==> src/rtl/dmem_arbiter_pkg.sv <==
// dmem_arbiter_pkg: shared grant-state encoding and starvation counter width.
package dmem_arbiter_pkg;
   localparam logic ST_GNT_CORE = 1'b0;
   localparam logic ST_GNT_DBG = 1'b1;
   localparam int CNT_W = 4;
   typedef enum logic {GNT_CORE = ST_GNT_CORE, GNT_DBG = ST_GNT_DBG} state_t;
endpackage

==> src/rtl/dmem_arbiter_if.sv <==
// dmem_arbiter_if: core load/store, debug port and D_MEM bus of the arbiter.
//  slave  = arbiter side (takes c_*/d_* requests and m_rdata, drives grants and m_*)
//  master = core/debug/memory side
interface dmem_arbiter_if #(parameter int ADDR_W = 32, parameter int DATA_W = 32);
   logic c_req, c_we, c_stall;
   logic [ADDR_W-1:0] c_addr;
   logic [DATA_W-1:0] c_wdata, c_rdata;
   logic d_valid, d_we, d_lock, d_ready, d_rvalid, d_halt, halted;
   logic [ADDR_W-1:0] d_addr;
   logic [DATA_W-1:0] d_wdata, d_rdata;
   logic m_we;
   logic [ADDR_W-1:0] m_addr;
   logic [DATA_W-1:0] m_wdata, m_rdata;
   modport slave (
      input c_req, c_we, c_addr, c_wdata, d_valid, d_we, d_lock, d_addr, d_wdata, d_halt, m_rdata,
      output c_rdata, c_stall, d_ready, d_rvalid, d_rdata, halted, m_we, m_addr, m_wdata
   );
   modport master (
      output c_req, c_we, c_addr, c_wdata, d_valid, d_we, d_lock, d_addr, d_wdata, d_halt, m_rdata,
      input c_rdata, c_stall, d_ready, d_rvalid, d_rdata, halted, m_we, m_addr, m_wdata
   );
endinterface

==> src/rtl/dmem_arbiter_starve_counter.sv <==
// dmem_arbiter_starve_counter: counts consecutive contended core wins.
//  clk, rst : clock, synchronous active-high reset
//  en       : core won a contended cycle
//  clr      : return count to zero
//  tc       : count has reached MAX_WAIT-1 (this win forces the debug grant)
module dmem_arbiter_starve_counter
   import dmem_arbiter_pkg::*;
#(
   parameter int MAX_WAIT = 4
) (
   input  logic clk,
   input  logic rst,
   input  logic en,
   input  logic clr,
   output logic tc
);
   logic [CNT_W-1:0] cnt;
   assign tc = cnt == CNT_W'(MAX_WAIT - 1);
   always_ff @(posedge clk)
      cnt <= (rst | clr | (en & tc)) ? '0 : cnt + CNT_W'(en);
endmodule

==> src/rtl/dmem_arbiter.sv <==
// dmem_arbiter: shares single-port D_MEM between the core load/store path and a debug port.
//  clk, rst : clock, synchronous active-high reset
//  bus      : core (c_*), debug (d_*, halt) and memory (m_*) signals, slave side
//  MAX_WAIT : contended core wins (1..15) before debug is forced in
module dmem_arbiter
   import dmem_arbiter_pkg::*;
#(
   parameter int MAX_WAIT = 4
) (
   input logic clk,
   input logic rst,
   dmem_arbiter_if.slave bus
);
   state_t state;
   logic halt_q, gnt, inc, tc;
   always_comb begin
      gnt = ~rst & bus.d_valid & ((state == GNT_DBG) | halt_q | ~bus.c_req);
      inc = (state == GNT_CORE) & bus.c_req & bus.d_valid & ~halt_q;
   end
   dmem_arbiter_starve_counter #(.MAX_WAIT(MAX_WAIT)) u_cnt (
      .clk(clk), .rst(rst), .en(inc), .clr(~inc), .tc(tc)
   );
   assign bus.d_ready = gnt;
   assign bus.c_stall = ~rst & (halt_q | (bus.c_req & gnt));
   // a stalled core store is held off and retried by the core, so it lands after the debug beat
   assign bus.m_we = gnt ? bus.d_we : ~rst & bus.c_req & bus.c_we & ~bus.c_stall;
   assign bus.m_addr = gnt ? bus.d_addr : bus.c_addr;
   assign bus.m_wdata = gnt ? bus.d_wdata : bus.c_wdata;
   assign bus.c_rdata = bus.m_rdata;
   assign bus.halted = halt_q;
   always_ff @(posedge clk) begin
      if (rst) begin
         state <= GNT_CORE;
         halt_q <= 1'b0;
         bus.d_rvalid <= 1'b0;
         bus.d_rdata <= '0;
      end else begin
         state <= (state == GNT_DBG) ? ((bus.d_valid & bus.d_lock) ? GNT_DBG : GNT_CORE)
                                     : ((inc & tc) ? GNT_DBG : GNT_CORE);
         halt_q <= bus.d_halt;
         bus.d_rvalid <= gnt & ~bus.d_we;
         if (gnt & ~bus.d_we) bus.d_rdata <= bus.m_rdata;
      end
   end
endmodule
==> src/flat_wrapper.sv <==
// flat-port wrapper written by rule: the top's interface ports become plain ports
module dmem_arbiter_flat import dmem_arbiter_pkg::*;
#(
   parameter int MAX_WAIT = 4
)
  (clk, rst, bus_c_req, bus_c_we, bus_c_addr, bus_c_wdata, bus_d_valid, bus_d_we, bus_d_lock, bus_d_addr, bus_d_wdata, bus_d_halt, bus_m_rdata, bus_c_rdata, bus_c_stall, bus_d_ready, bus_d_rvalid, bus_d_rdata, bus_halted, bus_m_we, bus_m_addr, bus_m_wdata);
  dmem_arbiter_if bus_i ();
  input logic clk;
  input logic rst;
  input wire logic [$bits(bus_i.c_req)-1:0] bus_c_req;
  input wire logic [$bits(bus_i.c_we)-1:0] bus_c_we;
  input wire logic [$bits(bus_i.c_addr)-1:0] bus_c_addr;
  input wire logic [$bits(bus_i.c_wdata)-1:0] bus_c_wdata;
  input wire logic [$bits(bus_i.d_valid)-1:0] bus_d_valid;
  input wire logic [$bits(bus_i.d_we)-1:0] bus_d_we;
  input wire logic [$bits(bus_i.d_lock)-1:0] bus_d_lock;
  input wire logic [$bits(bus_i.d_addr)-1:0] bus_d_addr;
  input wire logic [$bits(bus_i.d_wdata)-1:0] bus_d_wdata;
  input wire logic [$bits(bus_i.d_halt)-1:0] bus_d_halt;
  input wire logic [$bits(bus_i.m_rdata)-1:0] bus_m_rdata;
  output wire logic [$bits(bus_i.c_rdata)-1:0] bus_c_rdata;
  output wire logic [$bits(bus_i.c_stall)-1:0] bus_c_stall;
  output wire logic [$bits(bus_i.d_ready)-1:0] bus_d_ready;
  output wire logic [$bits(bus_i.d_rvalid)-1:0] bus_d_rvalid;
  output wire logic [$bits(bus_i.d_rdata)-1:0] bus_d_rdata;
  output wire logic [$bits(bus_i.halted)-1:0] bus_halted;
  output wire logic [$bits(bus_i.m_we)-1:0] bus_m_we;
  output wire logic [$bits(bus_i.m_addr)-1:0] bus_m_addr;
  output wire logic [$bits(bus_i.m_wdata)-1:0] bus_m_wdata;
  assign bus_i.c_req = bus_c_req;
  assign bus_i.c_we = bus_c_we;
  assign bus_i.c_addr = bus_c_addr;
  assign bus_i.c_wdata = bus_c_wdata;
  assign bus_i.d_valid = bus_d_valid;
  assign bus_i.d_we = bus_d_we;
  assign bus_i.d_lock = bus_d_lock;
  assign bus_i.d_addr = bus_d_addr;
  assign bus_i.d_wdata = bus_d_wdata;
  assign bus_i.d_halt = bus_d_halt;
  assign bus_i.m_rdata = bus_m_rdata;
  assign bus_c_rdata = bus_i.c_rdata;
  assign bus_c_stall = bus_i.c_stall;
  assign bus_d_ready = bus_i.d_ready;
  assign bus_d_rvalid = bus_i.d_rvalid;
  assign bus_d_rdata = bus_i.d_rdata;
  assign bus_halted = bus_i.halted;
  assign bus_m_we = bus_i.m_we;
  assign bus_m_addr = bus_i.m_addr;
  assign bus_m_wdata = bus_i.m_wdata;
  dmem_arbiter #(.MAX_WAIT(MAX_WAIT)) u_core (.clk(clk), .rst(rst), .bus(bus_i));
endmodule
==> config.mk <==
export PLATFORM = sky130hd
export DESIGN_NAME = dmem_arbiter_flat
export DESIGN_NICKNAME = d
export VERILOG_FILES = /design/src/rtl/dmem_arbiter_pkg.sv /design/src/rtl/dmem_arbiter_if.sv /design/src/rtl/dmem_arbiter_starve_counter.sv /design/src/rtl/dmem_arbiter.sv /design/src/flat_wrapper.sv
export SDC_FILE = /design/constraint.sdc
export NUM_CORES = 1
export LEC_CHECK = 0
export ABC_AREA = 1
export BUFFER_PORTS_ARGS = -buffer_cell sky130_fd_sc_hd__buf_2
export CORE_AREA = 3 3 116 118
export DETAILED_ROUTE_END_ITERATION = 6
export DIE_AREA = 0 0 119 121
export MAX_ROUTING_LAYER = met4
export PLACE_DENSITY_LB_ADDON = 0.08
export RECOVER_POWER = 50
export SKIP_LAST_GASP = 1
export SLEW_MARGIN = 20
export SYNTH_ARGS = -nofsm -noshare
export SYNTH_HDL_FRONTEND = slang
export SYNTH_SLANG_ARGS = --single-unit
==> constraint.sdc <==
create_clock -name clk -period 1.33 [get_ports clk]
set_clock_uncertainty 0.05 [all_clocks]
set_input_delay 0.266 -clock clk [delete_from_list [all_inputs] [get_ports clk]]
set_output_delay 0.266 -clock clk [all_outputs]
set_load 0.1 [all_outputs]
=== Word level (Yosys, flattened, before mapping) ===
Cells that the tools add are included.

* Bits in read-only memories: 0
* RAM bits: 0
* Logic and storage cells: 38
* Output and inout bits: 133
* Memories: 0
* Register bits: 39
* Latch bits: 0

* Multiplexer cells: 6
* $lt $le $gt $ge: 0
* Multiply operators: 0
* Bitwise operators: 25
* Reductions and logical operators: 0
* $add $sub $neg: 1
* Shifts and indexed selects: 0
* Eq/ne operators: 1
* Divide/modulo/power cells: 0

{| class="wikitable"
|+ Operator list
! kind !! number
|-
| 2-to-1 mux 32 bit || 2
|-
| bitwise AND 1 bit || 13
|-
| inverter 1 bit || 7
|-
| OR 1 bit || 5
|-
| adder 4 x 1 -> 4 bit || 1
|-
| equality test 4 x 2 -> 1 bit, second input constant || 1
|-
| 2-to-1 mux 1 bit || 4
|}

=== Logic depth before layout (Yosys ltp) ===
Gate-level depths: netlist of run 1.

* Word-level depth: 9
* Gate-level depth with buffers: 8
* Gate-level depth less buffers: 7

=== Hierarchy ===
Synthesis of run 1 repeated with hierarchy kept, for this count alone.

* Cell total of the unflattened synthesis: 561
* Area, all modules: 3088.0 um^2

{| class="wikitable"
|+ By module, submodules not included
! module !! instances !! cells an instance !! area each (um^2) !! seq. area each (um^2)
|-
| dmem_arbiter || 1 || 536 || 2875.3 || 700.7
|-
| dmem_arbiter_starve_counter || 1 || 25 || 212.7 || 80.1
|}

=== Worst setup path after synthesis of run 1 ===
OpenSTA, ideal clock, no wires.

* Path kind: register -> output
* From: register u_core.halt_q (netlist: u_core.bus.halted)
* To: output port bus_m_addr[22]
* Stages on the path, launching flop included: 8
* Buffers on the path: 1
* Data required time: 1014 ps
* Arrival: 2697 ps
* Path slack: -1683 ps
* Cells stage by stage: dfxtp_1 > nor2_1 > nand2_2 > nand2_2 > inv_2 > buf_2 > nand2_1 > nand2_1

* Word-level cells in the longest chain between the ends: 4

{| class="wikitable"
|+ Ends and longest elaborated chain
! element !! RTL line !! RTL
|-
| start: declaration || dmem_arbiter.sv:15 || <nowiki>logic halt_q, gnt, inc, tc;</nowiki>
|-
| start signal: assignment || dmem_arbiter.sv:40 || <nowiki>halt_q <= bus.d_halt;</nowiki>
|-
| OR 1 bit (2 in series) || dmem_arbiter.sv:17 || <nowiki>gnt = ~rst & bus.d_valid & ((state == GNT_DBG) | halt_q | ~bus.c_req);</nowiki>
|-
| bitwise AND 1 bit || dmem_arbiter.sv:17 ||
|-
| via bus_d_ready || flat_wrapper.sv:23 || <nowiki>output wire logic [$bits(bus_i.d_ready)-1:0] bus_d_ready;</nowiki>
|-
| 2-to-1 mux 32 bit || dmem_arbiter.sv:27 || <nowiki>assign bus.m_addr = gnt ? bus.d_addr : bus.c_addr;</nowiki>
|-
| end: declaration || flat_wrapper.sv:28 || <nowiki>output wire logic [$bits(bus_i.m_addr)-1:0] bus_m_addr;</nowiki>
|}

The timed path passes the listed nets, and every way through them passes these cells.

=== Worst setup path after layout of run 1 ===
* From: register u_core.state
* To: output port bus_m_wdata[5]

* Word-level cells in the longest chain between the ends: 4

{| class="wikitable"
|+ Ends and longest elaborated chain
! element !! RTL line !! RTL
|-
| start: declaration || dmem_arbiter.sv:14 || <nowiki>state_t state;</nowiki>
|-
| start signal: assignment || dmem_arbiter.sv:38 || <nowiki>state <= (state == GNT_DBG) ? ((bus.d_valid & bus.d_lock) ? GNT_DBG : GNT_CORE)</nowiki>
|-
| OR 1 bit (2 in series) || dmem_arbiter.sv:17 ||
|-
| bitwise AND 1 bit || dmem_arbiter.sv:17 ||
|-
| 2-to-1 mux 32 bit || dmem_arbiter.sv:28 || <nowiki>assign bus.m_wdata = gnt ? bus.d_wdata : bus.c_wdata;</nowiki>
|-
| end: declaration || flat_wrapper.sv:29 || <nowiki>output wire logic [$bits(bus_i.m_wdata)-1:0] bus_m_wdata;</nowiki>
|}

Every way passes these cells.

==> results of run 1 <==
[power by group through the flow]
stage / Sequential, mW / Clock [mW] / Combinational [mW]
after floorplan: 1.58 / 0 / 2.59
after global placement: 1.28 / 0 / 4.58
after detailed placement: 1.28 / 0 / 4.62
after CTS: 1.26 / 1.23 / 4.72
after global routing: 1.26 / 1.30 / 4.76
final: 1.26 / 1.22 / 4.59
[sequential cells by signal (all words and copies together) (netlist names)]
signal               cells
u_core.bus.d_rvalid      1
u_core.bus.halted        1
u_core.u_cnt.cnt         4
u_core.state             1
u_core.bus.d_rdata      32
[logic make-up (layout without fill, tap and decap cells)]
kind of cell / after synthesis / after routing
AO/OA/AOI/OAI: 1 / 1
XOR/XNOR: 2 / 2
adder cells (fa/ha/maj): 2 / 2
buffers and inverters: 167 / 513
flip-flops: 39 / 39
other: 0 / 2
AND/OR/NAND/NOR: 344 / 344
[per-layer routing]
metal	wire length, µm	vias to the layer above	track usage (%)
met5	0	-	-
met4	395	0	5.43
met3	1310	24	5.83
met2	8340	195	36.9
met1	5680	2038	22.6
li1	-	2282	-
[worst register-to-register path, delay by kind of cell (launching register included)]
family	cells	cell delay, ps
buffers and inverters	5	630
DFF	1	340
and+or+nand+nor	5	400
[path summary, 6_finish.rpt]
path                                                      from                            endpoint  slack, ps  depth (start not counted)
worst max-delay path                   u_core.state$_SDFF_PP0_                      bus_m_wdata[5]       -600                          8
worst min-delay path                                bus_d_halt        u_core.bus.halted$_SDFF_PP0_        190                          3
worst max register to register         u_core.state$_SDFF_PP0_  u_core.bus.d_rdata[6]$_SDFFE_PP0P_       -190                         10
worst min register to register  u_core.u_cnt.cnt[3]$_SDFF_PP0_      u_core.u_cnt.cnt[3]$_SDFF_PP0_        480                          2
[per-stage QoR]
stage	cell area (µm²)	utilization, %
2_1_floorplan	4300	-
3_3_place_gp	8190	65.2
3_5_place_dp	8190	65.2
4_1_cts	8630	68.6
5_1_grt	8450	67.2
6_report	8450	67.2
[cell usage in the layout, fill, tap and decap left out, types with 3 or more instances in the layout]
cell type and instances:
clkbuf_2 32, nor2_1 40, nand2_8 67, buf_4 79, nand3_4 3, clkbuf_16 9
dfxtp_1 37, nand2_4 16, inv_1 101, buf_2 167, nand2_2 54, buf_12 110
nand2_1 125, nand4_1 32
[what timing repair did]
| action | CTS | global route |
|---|---|---|
| buffers inserted | 4 | 13 |
| pin swaps | 0 | 2 |
| endpoints found under the setup margin | 102 | 104 |
| resized for setup | 53 | 22 |
| cloned | 2 | 5 |
[area by class of cell]
class / count / area, µm²
Sequential cell: 39 / 786
Tap cell: 172 / 215
Fill cell: 1044 / 4120
Inverter: 106 / 415
Multi-Input combinational cell: 349 / 2880
Clock inverter: 1 / 8.76
Antenna cell: 2 / 5.00
Clock buffer: 7 / 143
Timing Repair Buffer: 399 / 4000
==> qor.yml, run 1 <==
run_status: "finished with violations"
failed_checks: "negative setup slack"
grtUsageTotal_pct: 20.7
worstSetupPathType: "reg2out"
vdd_drop_max_mv: 0.615
die_width_um: 119
cts_buffer_depth: 2
crit_fanout: 11
final_net_count: 1070
initial_core_util_pct: 24.2
cts_made_buffers: 5
yosys.area_share.simple_pct: 45.9
dp_cells: 1041
hpwl_mm: 12.2
crit_chain: "nor2_4, nand2_4, nand2_8, inv_12, buf_12, nand2_1, nand2_8, buf_12"
syn-instance-count: 555
synth_top_family_by_area: "simple AND/OR/NAND/NOR gates"
synth_most_common_cell: "nand2_1"
syn_area_per_cell_um2: 5.49
muxShareOfSynthArea_pct: 0
period_needed_ps: 1930
synth_warnings: 0
grt_overflow_total: 0
stdcell_count: 1075
async_reset_ff_share_pct: 0
route.detailed.drc: 0
synthXorXnorAreaFrac_pct: 0.575
yosysSeqAreaShare_pct: 25.6
layout-drive-gt1-share_pct: 61.9
die_h_um: 121
first_pass_iters: 4
grt_pass1_wl_mm: 23.6
finalSetupViolCount: 104
post-route-period-util_pct: 145
slowest_delay_ps: 340
relSlewSlack_pct: 62.6
p_int_mw: 3.60
synth_area_um2: 3050
p_clk_share_pct: 17.2
critical-path-slowest-cell: "dfxtp_2"
ys_seq_elements: 39
wl_per_cell_um: 14.6
layout_setup_ws_ps: -596
comb_power_share_pct: 65.0
cts-root-buf: "clkbuf_16"
clk_pin_slew_ps: 60
finalSetupTns_ps: -42900
grt_start_max_net_pins: 34
hold_viol: 0
clock_latency_ps: 280
crit_arrival_ps: 1610
ys_top_cells_by_count: "nand2_1, inv_1, nor2_1"
wl_mm: 15.7
synth_nets: 725
worstMarginPinSlew_ps: 563
hold_ws_ps: 186
hold_buffers: 0
htree_levels: 2
start_kind: "register"
synth_compound_area_share_pct: 0.164
yosys-top-cells-area: "nand2_1, dfxtp_1, inv_1"
synth_adder_area_share_pct: 0.822
antenna_found_initial: 2
p_sw_share_pct: 49.0
hold_class: "in2reg"
power.density_nw_per_um2: 837
synth-edff-count: 0
fmax_mhz: 519
synth_ff_type: "dfxtp_1"
drt-initial-drc-count: 144
drtAntennaViolNets: 0
place_ws_ps: -455
first_global_vias: 4547
gp_congestion: 0.822
crit_family: "simple AND/OR/NAND/NOR gates"
total_power_mw: 7.07
maxCapViolations: 0
via_per_inst: 4.22
cp_data_required_time_ps: 1010
yosys.area.top_type: "nand2_1"
synth.top_cell.area_share_pct: 32.0
io_buffers: 300
endpoint_kind: "output port"
syn_to_final_growth_pct: 177
leakage_nw: 4.30
ios: 301
rows: 41
rsz0062_at_grt: "true"
ys_types: 21
finalMaxSlewViolations: 0
tritoncts: "built"
crit_buf_inv: 3
power.switching_mw: 3.47
pwr-share-seq_pct: 17.8
cts.sinks: 39
core-area_um2: 12600
die_area_um2: 14400
vias: 4539
Note: power is estimated with default switching activity, not from simulation.
==> run 2, diff against run 1 <==
--- a/config.mk
+++ b/config.mk
@@ -13,6 +13,7 @@
 export MAX_ROUTING_LAYER = met4
 export PLACE_DENSITY_LB_ADDON = 0.08
 export RECOVER_POWER = 50
+export REMOVE_ABC_BUFFERS = 1
 export SKIP_LAST_GASP = 1
 export SLEW_MARGIN = 20
 export SYNTH_ARGS = -nofsm -noshare
==> qor.yml, run 2 (synthesized netlist as in run 1, its figures left out) <==
top_regs: "u_core.bus.d_rdata (32), u_core.u_cnt.cnt (4)"
final_cell_mix: "buf_2, nand2_1, buf_12, nand2_2, inv_1"
power.density_nw_per_um2: 913  # +9.1%
period_needed_ps: 1920  # -4.77 ps
finalMaxSlewViolations: 0  # unchanged
largest_register_ffs: 32  # unchanged
hold_class: "in2reg"
gp_congestion: 0.878  # +6.8%
die_area_um2: 14400  # unchanged
endpoint_kind: "output port"
tritoncts: "built"
hold_buffers: 0  # unchanged
vias: 4281  # -5.7%
r2r_cells: 11  # +1
grt_start_max_net_pins: 34  # unchanged
io_buffers: 300  # unchanged
rsz0062_at_grt: "true"
hold_viol: 0  # unchanged
layout-drive-gt1-share_pct: 56.7  # -5.3 points
die_h_um: 121  # unchanged
cp_data_required_time_ps: 1010  # about the same
syn_to_final_growth_pct: 135
ios: 301  # unchanged
clk_pin_slew_ps: 60  # about the same
stdcell_count: 1023  # -4.8%
start_kind: "register"
cts.sinks: 39  # unchanged
crit_fanout: 7  # -4
clock_latency_ps: 280  # about the same
nFillCells: 1180  # +13%
use_met2_pct: 34.7  # -2.2 points
antenna_found_initial: 4  # +2
initial_core_util_pct: 24.2  # unchanged
worstMarginPinSlew_ps: 572  # +9.15 ps
grtUsageTotal_pct: 20.0  # -0.67 points
maxCapViolations: 0  # unchanged
route.detailed.drc: 0  # unchanged
final_net_count: 1016  # -5.0%
finalSetupViolCount: 101  # -2.9%
grt.busiest_layer: "met2"
htree_levels: 2  # unchanged
grt_overflow_total: 0  # unchanged
regMostFlops: "u_core.bus.d_rdata"
post-route-period-util_pct: 144  # -0.36 points
grt_use_met1_pct: 21.7  # -0.89 points
cts_buffer_depth: 2  # unchanged
dp_cells: 988  # -5.1%
cts_made_buffers: 5  # unchanged
cts-root-buf: "clkbuf_16"
total_power_mw: 6.52  # -7.7%
run_status: "finished with violations"
failed_checks: "negative setup slack"
place_ws_ps: -349  # +106 ps
wl_mm: 16.0  # +2.0%
layout_setup_ws_ps: -591  # +4.77 ps
hpwl_mm: 12.1  # -1.2%
layout_commonest_cell: "buf_2"
via_per_inst: 4.18  # -0.89%
drtAntennaViolNets: 0  # unchanged
first_pass_iters: 4  # unchanged
crit_arrival_ps: 1600  # about the same
met3_usage_pct: 7.09  # +1.3 points
vdd_drop_max_mv: 0.487  # -21%
die_width_um: 119  # unchanged
min_path_cells: 3  # unchanged
wl_per_cell_um: 15.7  # +7.2%
worstSetupPathType: "reg2out"
first_global_vias: 4131  # -9.1%
relSlewSlack_pct: 62.0  # -0.61 points
drt-initial-drc-count: 144  # unchanged
postLayoutCoreUtil_pct: 56.9  # -10 points
leakage_nw: 3.84  # -11%
grt_pass1_wl_mm: 22.0  # -7.0%
rows: 41  # unchanged
fmax_mhz: 521  # +0.25%
core-area_um2: 12600  # unchanged
[run 2: cell types whose count changed in the layout (fill, tap and decap cells not counted), sizes merged]
cell | before | now
clkinv | 3 | 4
clkbuf | 45 | 48
bufbuf | 0 | 1
diode | 2 | 4
buf | 361 | 303
inv | 104 | 103
[run 2: cell type report]
class	instances	area (µm²)	share of cell area, %
clock buffers	7	133	1.86
well taps	172	215	3.01
inverters	106	410	5.74
repair buffers	345	3720	52.1
flip-flops and latches	39	783	11.0
clock inverters	1	5.00	0.0700
multi-input cells	349	1870	26.1
diodes	4	10.0	0.140
[run 2: what timing repair did]
item	in CTS	in global routing
resized for setup	19	155
gates cloned	3	10
setup endpoints to repair	101	103
pin swaps	0	49
setup buffers	5	7
[run 2: per-layer routing]
layer / vias up / share of wire [%]
met1: 1889 / 38
met5: - / 0
li1: 2173 / -
met2: 193 / 51
met4: 0 / 2.5
met3: 26 / 8.2
[run 2: final timing paths]
check	start	end	slack, ps
min reg2reg	u_core.bus.d_rdata[21]$_SDFFE_PP0P_	u_core.bus.d_rdata[21]$_SDFFE_PP0P_	490
max reg2reg	u_core.state$_SDFF_PP0_	u_core.bus.d_rdata[18]$_SDFFE_PP0P_	-240
min	bus_d_halt	u_core.bus.halted$_SDFF_PP0_	130
max	u_core.state$_SDFF_PP0_	bus_m_addr[11]	-590
[run 2: power by group]
group | leakage [nW] | switching (mW) | internal [mW]
Combinational | 3.45 | 2.73 | 1.37
Sequential | 0.318 | 0.0448 | 1.21
Clock | 0.0679 | 0.474 | 0.694
[run 2: per-stage QoR]
step	TNS (ps)	hold slack (ps)	area (µm²)
4_1_cts	-41110	122	6900
6_report	-43540	129	7150
2_1_floorplan	-233280	287	2630
3_3_place_gp	-26270	423	6570
3_5_place_dp	-27720	424	6570
5_1_grt	-51250	149	7150
[run 2: worst max-delay path, stage by stage (launching register included)]
cell,delay [ps]
dfxtp_2,330
nor2_4,130
nand2_4,80
nand2_8,120
clkinv_8,110
clkbuf_16,190
nand2_2,80
nand2_2,90
buf_12,170
==> run 3, diff against run 2 <==
==> constraint.sdc (replaced) <==
create_clock -name clk -period 2 [get_ports clk]
set_clock_uncertainty 0.05 [all_clocks]
set_input_delay 0.4 -clock clk [delete_from_list [all_inputs] [get_ports clk]]
set_output_delay 0.4 -clock clk [all_outputs]
set_load 0.1 [all_outputs]
==> qor.yml, run 3 (synthesized netlist as in run 1, its figures left out) <==
finalMaxSlewViolations: 0  # unchanged
relSlewSlack_pct: 66.3  # +4.2 points
total_power_mw: 4.22  # -35%
post-route-period-util_pct: 99.7
clock_latency_ps: 280  # about the same
layout_setup_ws_ps: 5.72  # +597 ps
nFillCells: 1299  # +10%
drtAntennaViolNets: 0  # unchanged
p_int_mw: 2.15  # -34%
cts.sinks: 39  # unchanged
period_needed_ps: 1990
layout_commonest_cell: "buf_2"
final_area_um2: 5890  # -18%
finalSetupTns_ps: 0  # +43540 ps
grt_pass1_wl_mm: 20.3  # -7.5%
min_path_cells: 3  # unchanged
power.switching_mw: 2.07  # -36%
htree_levels: 2  # unchanged
fmax_mhz: 501
r2r_cells: 8  # -3
first_pass_iters: 4  # unchanged
layout-drive-gt1-share_pct: 44.9  # -12 points
die_width_um: 119  # unchanged
via_per_inst: 4.02  # -3.9%
grt_overflow_total: 0  # unchanged
clk_pin_slew_ps: 60  # about the same
postLayoutCoreUtil_pct: 46.9  # -10 points
finalSetupViolCount: 0  # -100%
post_dp_cell_area_um2: 5490  # -16%
wl_mm: 14.0  # -12%
top_regs: "u_core.bus.d_rdata (32), u_core.u_cnt.cnt (4)"
crit_arrival_ps: 1540  # -60 ps
initial_core_util_pct: 24.2  # unchanged
hold_buffers: 0  # unchanged
ios: 301  # unchanged
cts_buffer_depth: 2  # unchanged
critical-path-slowest-cell: "dfxtp_2"
hpwl_mm: 11.4  # -5.4%
antenna_found_initial: 5  # +1
worstSetupPathType: "reg2out"
core-area_um2: 12600  # unchanged
route.detailed.drc: 0  # unchanged
hold_class: "in2reg"
pwr-share-seq_pct: 19.5  # +0.2 points
grtUsageTotal_pct: 18.5  # -1.5 points
vdd_drop_max_mv: 0.318  # -35%
largest_register_ffs: 32  # unchanged
crit_fanout: 24  # +17
cts_made_buffers: 5  # unchanged
die_area_um2: 14400  # unchanged
rows: 41  # unchanged
first_global_vias: 3733  # -9.6%
comb_power_share_pct: 58.3  # -4.5 points
hold_viol: 0  # unchanged
hold_ws_ps: 277  # +148 ps
wl_per_cell_um: 14.1  # -10%
p_sw_share_pct: 49.1  # -0.71 points
final_net_count: 987  # -2.9%
endpoint_kind: "output port"
io_buffers: 300  # unchanged
p_clk_share_pct: 22.3  # +4.4 points
cp_data_required_time_ps: 1550  # +540 ps
run_status: "finished, final reports clean"
gp_congestion: 0.835  # -4.9%
post_cts_buffers: 0  # -5
die_h_um: 121  # unchanged
grt_start_max_net_pins: 34  # unchanged
dp_cells: 980  # -0.81%
start_kind: "register"
leakage_nw: 3.45  # -10%
rsz0062_at_grt: "true"
maxCapViolations: 0  # unchanged
crit_chain: "nor2_4, nand2_4, nand2_8, inv_8, buf_12, nand2_1, nand2_1, buf_12"
power.density_nw_per_um2: 715  # -22%
place_ws_ps: 29.7  # +379 ps
vias: 4003  # -6.5%
drt-initial-drc-count: 211  # +47%
tritoncts: "built"
slowest_delay_ps: 350  # +20 ps
syn_to_final_growth_pct: 93.5
stdcell_count: 995  # -2.7%
worstMarginPinSlew_ps: 510  # -62.3 ps
cts-root-buf: "clkbuf_16"
regMostFlops: "u_core.bus.d_rdata"
final_cell_mix: "buf_2, nand2_1, inv_1, buf_12, nor2_1"
run 3: changes by cell type in the layout (fill, tap and decap cells not counted), sizes merged:
cell,before,now
bufbuf,1,0
clkinv,4,3
diode,4,5
buf,303,314
bufinv,0,1
inv,103,104
clkbuf,48,8
run 3: worst paths after layout:
kind | from | to | slack [ps]
worst min register to register | u_core.bus.d_rdata[31]$_SDFFE_PP0P_ | u_core.bus.d_rdata[31]$_SDFFE_PP0P_ | 450
worst min-delay path | bus_d_halt | u_core.bus.halted$_SDFF_PP0_ | 280
worst max register to register | u_core.bus.halted$_SDFF_PP0_ | u_core.bus.d_rdata[8]$_SDFFE_PP0P_ | 460
worst max-delay path | u_core.bus.halted$_SDFF_PP0_ | bus_m_addr[24] | 6
run 3: per-layer routing:
layer / vias up / track usage, % / share of wire [%]
met2: 187 / 30.8 / 50
li1: 2106 / - / -
met4: 0 / 3.69 / 0.91
met5: - / - / 0
met3: 9 / 6.01 / 8.6
met1: 1701 / 22.1 / 40
run 3: power by group through the flow:
stage,registers [mW],logic (mW),clock network (mW)
floorplan,1.05,1.07,0
global placement,0.837,2.41,0
detailed placement,0.838,2.42,0
CTS,0.821,2.43,0.968
global route,0.825,2.55,1.00
finish,0.821,2.46,0.939
run 3: layout make-up:
cell class | instances | area, µm² | share of cell area (%)
multi-input combinational | 349 | 1560 | 26.5
clock inverter | 2 | 35.0 | 0.594
sequential | 39 | 783 | 13.3
clock buffer | 6 | 139 | 2.36
timing repair buffer | 316 | 2740 | 46.6
inverter | 106 | 405 | 6.88
tap | 172 | 215 | 3.65
antenna | 5 | 12.5 | 0.212
run 3: timing repair:
action,4_1_cts,5_1_grt
cloned,0,2
pin swaps,2,3
endpoints found under the setup margin,65,66
resized for setup,12,45
run 3: worst max-delay path: cells and delay by family, from the launching register on:
kind / cells / cell delay (ps)
buf+inv: 3 / 460
simple gates: 5 / 420
flops: 1 / 350
